$ cat config.mk
export PLATFORM = sky130hd
export DESIGN_NAME = qos_wrr_arbiter
export DESIGN_NICKNAME = d
export VERILOG_FILES = /design/src/rtl/qos_wrr_arbiter.sv
export SDC_FILE = /design/constraint.sdc
export NUM_CORES = 1
export LEC_CHECK = 0
export CAP_MARGIN = 20
export CORE_MARGIN = 2
export CORE_UTILIZATION = 40
export CTS_BUF_LIST = sky130_fd_sc_hd__clkbuf_8 sky130_fd_sc_hd__clkbuf_16
export CTS_CLUSTER_DIAMETER = 150
export DETAILED_ROUTE_END_ITERATION = 6
export GPL_TIMING_DRIVEN = 0
export PLACE_DENSITY_LB_ADDON = 0.05
export SETUP_SLACK_MARGIN = 0.3
export SLEW_MARGIN = 25
export SYNTH_ARGS = -nofsm -noshare
export SYNTH_HDL_FRONTEND = slang
export SYNTH_SLANG_ARGS = --single-unit
$ cat constraint.sdc
create_clock -name clk -period 5.95 [get_ports clk]
set_input_delay 0.595 -clock clk [delete_from_list [all_inputs] [get_ports clk]]
set_output_delay 0.595 -clock clk [all_outputs]
set_load 0.02 [all_outputs]
$ cat src/rtl/qos_wrr_arbiter.sv
// rtl/qos_wrr_arbiter.sv - five-class weighted round-robin arbiter feeding one output FIFO
//
// Purpose: picks at most one of five class FIFOs per cycle using per-class
// credits, drives that FIFO's pop strobe, and forwards the popped word to the
// output FIFO one cycle later. Stalls while the output FIFO is almost full.
//
// Ports:
//   clk, reset_L                 clock (rising edge), asynchronous active-low reset
//   fifoN_empty / fifoN_data     class FIFO N status and read data (N = 0..4)
//   out_almost_full              output FIFO back-pressure
//   fifoN_pop                    pop strobe to class FIFO N (combinational, one-hot or zero)
//   push / data_out / grant_idx  registered write to the output FIFO and source index
//   IDLE                         registered flag, high while the arbiter is idle

module qos_wrr_arbiter #(
    parameter int         DW = 10,
    parameter logic [3:0] W0 = 4'd4,
    parameter logic [3:0] W1 = 4'd3,
    parameter logic [3:0] W2 = 4'd2,
    parameter logic [3:0] W3 = 4'd1,
    parameter logic [3:0] W4 = 4'd1
) (
    input  logic          clk,
    input  logic          reset_L,
    input  logic          fifo0_empty,
    input  logic          fifo1_empty,
    input  logic          fifo2_empty,
    input  logic          fifo3_empty,
    input  logic          fifo4_empty,
    input  logic [DW-1:0] fifo0_data,
    input  logic [DW-1:0] fifo1_data,
    input  logic [DW-1:0] fifo2_data,
    input  logic [DW-1:0] fifo3_data,
    input  logic [DW-1:0] fifo4_data,
    input  logic          out_almost_full,
    output logic          fifo0_pop,
    output logic          fifo1_pop,
    output logic          fifo2_pop,
    output logic          fifo3_pop,
    output logic          fifo4_pop,
    output logic          push,
    output logic [DW-1:0] data_out,
    output logic          IDLE,
    output logic [2:0]    grant_idx
);

    typedef enum logic [1:0] {
        ST_INIT   = 2'd0,
        ST_IDLE   = 2'd1,
        ST_ACTIVE = 2'd2
    } state_t;

    state_t        r_state;
    state_t        w_state_nxt;
    logic [2:0]    r_ptr;
    logic [2:0]    w_ptr_nxt;
    logic [3:0]    r_credit;
    logic [3:0]    w_credit_nxt;
    logic          r_push;
    logic [DW-1:0] r_data;
    logic [2:0]    r_grant;
    logic          r_idle;

    logic [4:0]    w_nonempty;
    logic [7:0]    w_nonempty8;
    logic          w_found;
    logic [2:0]    w_srch_idx;
    logic          w_pop_any;
    logic [2:0]    w_pop_idx;
    logic [4:0]    w_pop_vec;
    logic [DW-1:0] w_sel_data;

    // A programmed weight of zero still grants one pop per turn.
    function automatic logic [3:0] eff_weight(input logic [2:0] idx);
        logic [3:0] w;
        case (idx)
            3'd0:    w = W0;
            3'd1:    w = W1;
            3'd2:    w = W2;
            3'd3:    w = W3;
            default: w = W4;
        endcase
        return (w == 4'd0) ? 4'd1 : w;
    endfunction

    // (p + s) mod 5 for p in 0..4, s in 1..5.
    function automatic logic [2:0] wrap_add(input logic [2:0] p, input logic [2:0] s);
        logic [3:0] t;
        t = {1'b0, p} + {1'b0, s};
        if (t >= 4'd5) begin
            t = t - 4'd5;
        end
        return t[2:0];
    endfunction

    assign w_nonempty  = ~{fifo4_empty, fifo3_empty, fifo2_empty, fifo1_empty, fifo0_empty};
    assign w_nonempty8 = {3'b000, w_nonempty};

    // Circular search starting after ptr; the fifth candidate is ptr itself so a
    // lone busy FIFO is re-selected with a fresh credit. Walking the offsets from
    // far to near lets the nearest hit win without an early exit.
    always_comb begin
        w_found    = 1'b0;
        w_srch_idx = 3'd0;
        for (int s = 5; s >= 1; s--) begin
            if (w_nonempty8[wrap_add(r_ptr, 3'(s))]) begin
                w_found    = 1'b1;
                w_srch_idx = wrap_add(r_ptr, 3'(s));
            end
        end
    end

    always_comb begin
        w_state_nxt  = r_state;
        w_ptr_nxt    = r_ptr;
        w_credit_nxt = r_credit;
        w_pop_any    = 1'b0;
        w_pop_idx    = 3'd0;
        case (r_state)
            ST_INIT: begin
                w_state_nxt  = ST_IDLE;
                w_ptr_nxt    = 3'd0;
                w_credit_nxt = eff_weight(3'd0);
            end
            ST_IDLE: begin
                if (|w_nonempty) begin
                    w_state_nxt = ST_ACTIVE;
                end
            end
            ST_ACTIVE: begin
                if (!out_almost_full) begin
                    if (w_nonempty8[r_ptr] && (r_credit != 4'd0)) begin
                        w_pop_any    = 1'b1;
                        w_pop_idx    = r_ptr;
                        w_credit_nxt = r_credit - 4'd1;
                    end else if (w_found) begin
                        w_pop_any    = 1'b1;
                        w_pop_idx    = w_srch_idx;
                        w_ptr_nxt    = w_srch_idx;
                        w_credit_nxt = eff_weight(w_srch_idx) - 4'd1;
                    end
                end
                if (!w_pop_any && !(|w_nonempty)) begin
                    w_state_nxt = ST_IDLE;
                end
            end
            default: begin
                w_state_nxt = ST_INIT;
            end
        endcase
    end

    assign w_pop_vec = w_pop_any ? (5'b00001 << w_pop_idx) : 5'b00000;
    assign fifo0_pop = w_pop_vec[0];
    assign fifo1_pop = w_pop_vec[1];
    assign fifo2_pop = w_pop_vec[2];
    assign fifo3_pop = w_pop_vec[3];
    assign fifo4_pop = w_pop_vec[4];

    always_comb begin
        w_sel_data = fifo0_data;
        case (w_pop_idx)
            3'd0:    w_sel_data = fifo0_data;
            3'd1:    w_sel_data = fifo1_data;
            3'd2:    w_sel_data = fifo2_data;
            3'd3:    w_sel_data = fifo3_data;
            default: w_sel_data = fifo4_data;
        endcase
    end

    // The selected FIFO's read data is captured on the edge that retires its pop,
    // so the word reaches the output FIFO together with push one cycle later.
    always_ff @(posedge clk or negedge reset_L) begin
        if (!reset_L) begin
            r_state  <= ST_INIT;
            r_ptr    <= 3'd0;
            r_credit <= 4'd0;
            r_push   <= 1'b0;
            r_data   <= '0;
            r_grant  <= 3'd0;
            r_idle   <= 1'b0;
        end else begin
            r_state  <= w_state_nxt;
            r_ptr    <= w_ptr_nxt;
            r_credit <= w_credit_nxt;
            r_push   <= w_pop_any;
            r_idle   <= (w_state_nxt == ST_IDLE);
            if (w_pop_any) begin
                r_data  <= w_sel_data;
                r_grant <= w_pop_idx;
            end
        end
    end

    assign push      = r_push;
    assign data_out  = r_data;
    assign grant_idx = r_grant;
    assign IDLE      = r_idle;

endmodule

==> results.txt <==
Status -> finished, final reports clean
Synth top area share -> 0.190
CP peak stage delay -> 0.54 ns
Final wirelength -> 10500 um
Area Overhead vs Synth -> 30.6%
Die height -> 93.0 um
LEAKAGE -> 0.00171 uW
Hold Vio Cnt, Final -> 0
CTS root buf -> clkbuf_8
CTS Sinks -> 24
Fin util -> 0.538
Critical path capture point type -> output pin
Slew HR -> 0.578
Initial antenna violation count -> 0
Worst Skew -> 0.0111 ns
VDD IR-drop max -> 200 uV
Synth cell types -> 86
Clock transition at path regs -> 0.10 ns
Die area -> 8650 um2
Clock Latency Late Sink -> 0.28 ns
CTS H-tree depth -> 1
DRC violation count after routing -> 0
Dominant synthesized flop cell -> dfrtp_1
Sequential area share after synthesis -> 0.190
R2R setup slack -> 1.34 ns
Fmax -> 0.185 GHz
R2r endpoint -> r_credit[2]$_DFFE_PN0P_
Longest Clk Path Bufs -> 2
WL per Instance -> 17.8 um
Final nets -> 557
Global-route wire length before repair -> 16600 um
Layout cell share with drive strength beyond 1 -> 0.136
Post-Syn Instances -> 406
Required time worst endpoint -> 5.36 ns
Crit path launch type -> flop
Syn Nets -> 475
Synth warn -> 0
Crit-path max FO -> 12
CP Depth -> 18
Post-synth top area cell -> dfrtp_1
RePlAce Congestion -> 1.00
I/O pins -> 78
Hold WS -> 0.305 ns
Placeable Area -> 7690 um2
Crit path cell chain -> inv_1 -> buf_2 -> ha_1 -> inv_1 -> fa_1 -> a21oi_4 -> mux2i_1 -> a211oi_2 -> or2_2 -> o32ai_1 -> or2_1 -> buf_2 -> a211oi_1 -> a21o_1 -> nand2_1 -> buf_2 -> inv_1 -> clkdlybuf4s50_1
Post-synthesis async set-or-reset flop share -> 1.00
Crit path arrival time -> 4.80 ns
Post-synth EDFFs -> 0
Pin count of the biggest net entering global routing -> 25
Vias per Instance -> 5.88
Reg-to-Reg Start -> r_ptr[0]$_DFFE_PN0P_
Setup Crit Path Kind -> reg2out
RSZ-0062 raised after global routing -> false
Mapped Area -> 3170 um2
PortBufs -> 75
CTS tree -> done
Initial Util -> 0.412
Die Span X -> 93.0 um
DRT Pass-1 Iters -> 5
Mean Syn Cell Area -> 7.80 um2
Tightest Pin Transition -> 0.633 ns
Hpwl dp -> 8110 um
DR iter-0 viols -> 259
Num rows -> 32
Area contributors post-synth -> dfrtp_1 (19%), nand2_1 (6.4%), a21oi_1 (5.8%)
Yosys reg bits -> 24
Max-cap viol count -> 0
Min-delay worst type -> in2async
Slew Limit Fails -> 0
Power density cells -> 587 nW/um2
Ant diodes -> 0
Post-DRT Antenna Nets -> 0
Critical path's top delay family -> buffers and inverters
CTS buffer count -> 3
Worst reg2reg path depth -> 20
Min Tclk post-route -> 5.39 ns
Total gr overflow -> 0
Setup TNS -> 0 ns
Tot GR Track Use -> 0.241
Number of setup violations in the final report -> 0
CP Buf/Inv Count -> 7
Fin crit share -> 0.906
Slowest CP cell -> clkdlybuf4s50_1
Via Count -> 3462
Vias in the first global route -> 3286
==> layer usage <==
metal  up-vias  GRT usage  share of wire
met5         -          0              0
met4         0     0.0637          0.016
met3        14     0.0500          0.080
met2       149      0.377           0.46
met1      1644      0.339           0.45
li1       1655          -              -
==> sequential cells by signal, indices dropped and copies added (netlist names) <==
name       cells
data_out      10
r_credit       4
grant_idx      3
r_ptr          3
r_state        2
IDLE           1
push           1
==> per-stage QoR <==
step           setup WS [ns]  std cells  power [uW]  area, um2
2_1_floorplan           1.86        406        1710       3170
3_3_place_gp           0.520        583        2230       4050
3_5_place_dp           0.577        583        2240       4040
4_1_cts                0.393        587        2410       4120
5_1_grt                0.328        589        2630       4140
6_report               0.557        589        2430       4140
==> repair_timing <==
item / 4_1_cts / 5_1_grt
hold buffers: 0 / 0
resized for setup: 1 / 2
setup buffers: 0 / 2
endpoints found under the setup margin: 1 / 5
==> how the worst max path moves through the flow <==
stage,start,end,slack [ns]
CTS,r_ptr[1]$_DFFE_PN0P_,fifo2_pop,0.39
global route,r_ptr[0]$_DFFE_PN0P_,fifo2_pop,0.33
global placement,r_ptr[1]$_DFFE_PN0P_,fifo0_pop,0.52
floorplan,r_ptr[0]$_DFFE_PN0P_,fifo3_pop,1.86
finish,r_ptr[0]$_DFFE_PN0P_,fifo2_pop,0.56
detailed placement,r_ptr[1]$_DFFE_PN0P_,fifo0_pop,0.58
==> cell usage in the layout, fill, tap and decap left out, types with 3 or more instances in the layout <==
cell type,instances
o31ai_1,3
nand4_1,4
nor2b_1,9
inv_1,21
buf_6,7
clkbuf_1,8
a211o_1,3
nand2b_1,5
a21o_1,4
o22ai_1,3
nor2_1,18
a211oi_2,3
and3_1,6
a22o_1,4
a221o_1,3
nor3_1,6
o311ai_1,9
clkbuf_8,3
mux2i_1,12
nor4_1,3
dfrtp_1,23
buf_4,3
nand3_1,7
and2_1,11
ha_1,10
a211oi_1,6
clkdlybuf4s50_1,74
xnor2_1,3
o211ai_1,11
and2b_1,3
nand2_1,54
o21ai_0,16
buf_2,15
or2_1,11
a21oi_1,37
a31oi_1,4
==> cells by family after synthesis <==
kind of cell	after synthesis	share of synthesized area
buffers and inverters	55	0.0928
AND/OR/NAND/NOR	157	0.267
adder cells (fa/ha/maj)	13	0.0521
flip-flops	24	0.190
XOR/XNOR	5	0.0138
multiplexers	14	0.0450
AO/OA/AOI/OAI	138	0.339
==> report_power, final <==
part           switching, uW  internal, uW  leakage [uW]
combinational           1200           801       0.00137
sequential              47.0           232      0.000303
clock                   58.7          90.1     0.0000357
==> final cells by class <==
class,count,area (um2)
Buffer,31,201
Sequential cell,24,602
Tap cell,102,128
Multi-Input combinational cell,327,2280
Clock inverter,1,30.0
Timing Repair Buffer,77,761
Fill cell,775,3550
Clock buffer,3,41.3
Inverter,24,92.6
==> cell usage after synthesis, types with 4 or more instances <==
library cell / number
and3_1: 6
buf_2: 14
ha_1: 10
and2_1: 11
a21oi_1: 37
a31oi_1: 4
nor2_1: 18
clkbuf_1: 8
a22o_1: 4
o21ai_0: 16
nor3_1: 7
o211ai_1: 11
or2_1: 11
a211oi_1: 6
mux2i_1: 12
nand4_1: 4
nand3_1: 7
buf_6: 7
dfrtp_1: 24
a21o_1: 4
nand2b_1: 5
nand2_1: 54
inv_1: 21
o311ai_1: 9
nor2b_1: 9
No activity file was read; power rests on OpenSTA's default activity.
